## config.mk

```make
export PLATFORM = sky130hd
export DESIGN_NAME = mpu_region_match
export DESIGN_NICKNAME = d
export VERILOG_FILES = /design/src/rtl/harvos_mpu_pkg.sv /design/src/rtl/mpu_region_match.sv
export SDC_FILE = /design/constraint.sdc
export NUM_CORES = 1
export LEC_CHECK = 0
export BUFFER_PORTS_ARGS = -buffer_cell sky130_fd_sc_hd__buf_2
export CAP_MARGIN = 40
export CORE_ASPECT_RATIO = 1.75
export CORE_MARGIN = 4
export CORE_UTILIZATION = 45
export DETAILED_ROUTE_END_ITERATION = 8
export PLACE_DENSITY = 0.91
export SLEW_MARGIN = 10
export SYNTH_ARGS = -nofsm -noshare
export SYNTH_HDL_FRONTEND = slang
export SYNTH_SLANG_ARGS = --single-unit
```

## constraint.sdc

```tcl
create_clock -name vclk -period 5.73
set_input_delay 0.8595 -clock vclk [all_inputs]
set_output_delay 0.8595 -clock vclk [all_outputs]
set_load 0.1 [all_outputs]
```

## src/rtl/harvos_mpu_pkg.sv

```systemverilog
// Shared types for the MPU region checker: request/cause encodings,
// permission bit positions and the per-slot region record.
package harvos_mpu_pkg;

    typedef enum logic [1:0] {
        CHK_FETCH = 2'd0,
        CHK_LOAD  = 2'd1,
        CHK_STORE = 2'd2,
        CHK_RSVD  = 2'd3
    } chk_type_e;

    typedef enum logic [1:0] {
        CAUSE_NONE    = 2'd0,
        CAUSE_NOMATCH = 2'd1,
        CAUSE_PERM    = 2'd2,
        CAUSE_PRIV    = 2'd3
    } cause_e;

    localparam int PERM_R = 0;
    localparam int PERM_W = 1;
    localparam int PERM_X = 2;

    typedef struct packed {
        logic [31:0] base;
        logic [31:0] limit;
        logic [2:0]  perm;
        logic        user_ok;
        logic        is_ispace;
    } region_t;

endpackage

```

## src/rtl/mpu_region_match.sv

```systemverilog
// Combinational evaluation of one region slot against a check request:
// address/space match, access-type permission and privilege flags.
module mpu_region_match
    import harvos_mpu_pkg::*;
(
    input  region_t     region,
    input  logic        valid,
    input  logic [31:0] addr,
    input  logic [1:0]  chk_type,
    input  logic        user,
    output logic        match,
    output logic        perm_ok,
    output logic        priv_ok
);

    // Match, permission and privilege flags for this slot.
    always_comb begin
        match   = valid
                  && (addr >= region.base)
                  && (addr <= region.limit)
                  && (region.is_ispace == (chk_type == CHK_FETCH));
        priv_ok = !user || region.user_ok;
        case (chk_type)
            CHK_FETCH: perm_ok = region.perm[PERM_X];
            CHK_LOAD:  perm_ok = region.perm[PERM_R];
            CHK_STORE: perm_ok = region.perm[PERM_W];
            default:   perm_ok = 1'b0;
        endcase
    end

endmodule

```

Word-level counts from Yosys, hierarchy flattened
Index checks and enable logic that the tools add are counted.
{"block": "totals", "reg_bits": 0, "input_bits": 105, "out_inout_bits": 3}
{"block": "op_classes", "n_lt_le_gt_ge": 2, "eq_ne": 3, "muxes": 1, "n_reduce_logical": 6}
{"operator": "32-bit greater-or-equal comparator", "n": 1}
{"operator": "32-bit <= comparator", "n": 1}
{"operator": "1-bit logical AND", "n": 3}
{"operator": "1-bit case mux with 3 select lines", "n": 1}
{"operator": "2-bit by 1-bit equality test with 1-bit output (second input constant)", "n": 1}
{"operator": "2-bit equality test (second input constant)", "n": 1}
{"operator": "2-bit logical NOT", "n": 1}
{"operator": "1-bit equality test", "n": 1}
{"operator": "1-bit logical NOT", "n": 1}
{"operator": "1-bit logical OR", "n": 1}

Logic depth before layout (Yosys ltp)
{"block": "logic_depth", "word_depth": 4, "depth_mapped": 8, "ltp_nobuf": 8}

Worst setup path after synthesis
Ideal clock, no wire load.
{"block": "synth_path", "path_kind": "input -> output", "from": "in region[19] in the netlist's numbering", "to": "out match", "t_arrival_ns": 3.103, "required_time_ns": 4.871, "setup_slack_ns": 1.768, "cell_stages": 8, "n_path_buf": 0, "cell_sequence": "inv_1 -> ha_1 -> a21oi_2 -> nand2_1 -> a221o_1 -> a211o_1 -> a211o_1 -> a22oi_2"}
{"block": "synth_between", "elab_chain_len": 3}
{"item": "start, declared", "line": "mpu_region_match.sv:6", "text": "input region_t region,"}
{"item": "32-bit <= comparator", "line": "mpu_region_match.sv:20", "text": "&& (addr <= region.limit)"}
{"item": "1-bit logical AND", "line": "mpu_region_match.sv:20"}
{"item": "1-bit logical AND", "line": "mpu_region_match.sv:21", "text": "&& (region.is_ispace == (chk_type == CHK_FETCH));"}
{"item": "end, declared", "line": "mpu_region_match.sv:11", "text": "output logic match,"}
No other way between the ends.

Worst setup path in the final report
Ends and elaborated chain as after synthesis.

==> impl_metrics.json <==
{
  "areaGrowthSynthToFinish_pct": 36.47,
  "final-hold-violation-count": 0,
  "synth_warnings": 0,
  "drt_pass1_iterations": 4,
  "mostFrequentLayoutCells": "sky130_fd_sc_hd__buf_2, sky130_fd_sc_hd__inv_1, sky130_fd_sc_hd__ha_1",
  "crit_path_start": "region[19]",
  "synth_adder_area_share_pct": 48.93,
  "num-fill-cells": 325,
  "viasPerCell": 5.044,
  "setup_viol": 0,
  "via_count_of_the_first_global_routing_pass": 1873,
  "synth.net_count": 400,
  "timing.critical_path.slowest_cell_delay_ns": 0.45,
  "status": "finished, final reports clean",
  "synth_xor_xnor_area_share_pct": 0,
  "multiInputGateArea_sq_um": 1396,
  "maxCapViolCount": 0,
  "grt_first_pass_wirelength_um": 6796,
  "sequential_cell_total": 0,
  "initial_core_utilization_pct": 47.67,
  "mostFrequentLayoutCell": "sky130_fd_sc_hd__buf_2",
  "p_seq_share_pct": 0,
  "post-cts-setup-buffer-count": 0,
  "holdCritPathClass": "input port to output pin",
  "fmax_mhz": 262.3,
  "synth_compound_gate_area_share_pct": 19.42,
  "crit_chain": "buf_2, inv_1, ha_1, a21oi_2, nand2_1, a221o_1, a211o_1, a211o_1, a22oi_2, buf_2",
  "dp_hpwl_um": 4207,
  "net-switching-power_mw": 0.07598,
  "layout.area.seq_sq_um": 0,
  "internal-power_mw": 0.07022,
  "synthesis.instances": 231,
  "cp_slowest_cell": "sky130_fd_sc_hd__buf_2",
  "p_clk_share_pct": 0,
  "fin_setup_tns_ns": 0,
  "num_rows": 28,
  "fp.coreArea_sq_um": 3433,
  "cts_hold_buffers": 0,
  "port_buffers": 108,
  "worst_hold_slack_ns": 2.116,
  "drc": 0,
  "grt_util_all_layers_pct": 18.02,
  "synth-seq-area-share_pct": 0,
  "startpoint_type": "input port",
  "n_clock_buffer": 0,
  "transition_time_at_the_pin_with_the_least_slew_margin_ns": 0.4962,
  "chipHeight_um": 87.78,
  "timing.slew.headroom_pct": 67.15,
  "grt_start_max_net_pins": 5,
  "switching_fraction_of_total_power_pct": 51.97,
  "leakage_nw": 1.454,
  "synth_area_per_cell_sq_um": 7.085,
  "grt.overflow.total": 0,
  "drt.antenna.violating_nets": 0,
  "critPathRequiredTime_ns": 4.87,
  "post_synth_mux_area_share_pct": 0.6116,
  "top_level_ports": 108,
  "post-layout-total-power_mw": 0.1462,
  "worst_path_arrival_ns": 2.95,
  "setup_repair_after_global_routing_missed_its_margin": "false",
  "main_combinational_cell_family_by_area_after_synthesis": "adder cells",
  "combPwrFrac_pct": 100.0,
  "kind_of_critical_path": "input port to output pin",
  "drive_gt1_share_pct": 33.33,
  "die_x_um": 53.59,
  "wl_um": 4320,
  "post_synth_instance_area_sq_um": 1637,
  "critical_path.endpoint": "match",
  "finalMaxSlewViolations": 0,
  "critical_path.max_fanout": 3,
  "cell_area_power_density_nw_per_um2": 65.46,
  "finish.net_count": 510,
  "detail_route.wl_per_cell_um": 11.25,
  "floorplan.die_area_sq_um": 4703,
  "gp_congestion": 0.8253,
  "post_synth_and_or_nand_nor_area_fraction_pct": 16.36,
  "vias": 1937,
  "worst_setup_ep_type": "output pin",
  "vdd.ir_drop.worst_mv": 0.03991,
  "drt-initial-drc-count": 23,
  "yosys_cell_types": 29,
  "grt_antenna_before_repair": 0,
  "antennaDiodeCount": 0,
  "postCtsResizedCells": 0,
  "min_period_over_period_pct": 66.54,
  "layout.core_utilization_pct": 65.05,
  "finalCriticalPeriod_ns": 3.813
}
## worst max-delay path: cells and delay by family
kind / cells / cell delay [ns]
buffers and inverters: 3 / 0.55
adders and majority gates: 1 / 0.32
and+or+nand+nor: 1 / 0.06
AOI/OAI and AO/OA: 5 / 1.15
## final cells by class
type	instances	share of cell area [%]
Inverter	64	10.76
Tap cell	45	2.521
Timing Repair Buffer	108	24.20
Multi-Input combinational cell	167	62.52
## power groups by stage
| stage | Sequential (mW) | Clock, mW | Combinational (mW) |
|---|---|---|---|
| after floorplan | 0 | 0 | 0.0880 |
| after global routing | 0 | 0 | 0.169 |
| final | 0 | 0 | 0.146 |
| after detailed placement | 0 | 0 | 0.147 |
| after CTS | 0 | 0 | 0.149 |
| after global placement | 0 | 0 | 0.142 |
## kinds of logic after synthesis
logic type	Yosys count
AOI/OAI and AO/OA	51
adders and majority gates	64
buffers and inverters	64
muxes	1
and+or+nand+nor	51
## metrics by stage
step	instance area, sq um	instances	setup WS (ns)
floorplan	1637	231	1.768
global placement	2233	384	1.932
detailed placement	2233	384	1.911
CTS	2233	384	1.907
global route	2233	384	1.833
finish	2233	384	1.917
## worst min-delay path by stage
stage / from / end / cells past startpoint
after floorplan: valid / match / 4
after CTS: user / priv_ok / 3
after global placement: user / priv_ok / 3
after detailed placement: user / priv_ok / 3
final: user / priv_ok / 3
after global routing: user / priv_ok / 3
## layer usage
layer	part of all wire, %	global-route usage, %
met4	1.0	1.395
met5	0	0
met3	7.9	2.044
met2	58	40.67
met1	33	15.75
## synthesized netlist by cell type, types with 2 or more instances
cell | n | area [sq um]
sky130_fd_sc_hd__a211o_1 | 3 | 26.28
sky130_fd_sc_hd__a211oi_1 | 4 | 30.03
sky130_fd_sc_hd__a21o_1 | 4 | 30.03
sky130_fd_sc_hd__a21oi_1 | 22 | 110.1
sky130_fd_sc_hd__ha_1 | 64 | 800.8
sky130_fd_sc_hd__inv_1 | 64 | 240.2
sky130_fd_sc_hd__nand2_1 | 15 | 56.30
sky130_fd_sc_hd__nand2b_1 | 2 | 12.51
sky130_fd_sc_hd__nand3_1 | 9 | 45.04
sky130_fd_sc_hd__nand4_1 | 8 | 50.05
sky130_fd_sc_hd__nor2_1 | 6 | 22.52
sky130_fd_sc_hd__nor3_1 | 3 | 15.01
sky130_fd_sc_hd__o21ai_0 | 10 | 50.05
sky130_fd_sc_hd__or3_1 | 2 | 12.51
(Power assumes the default switching activity.)
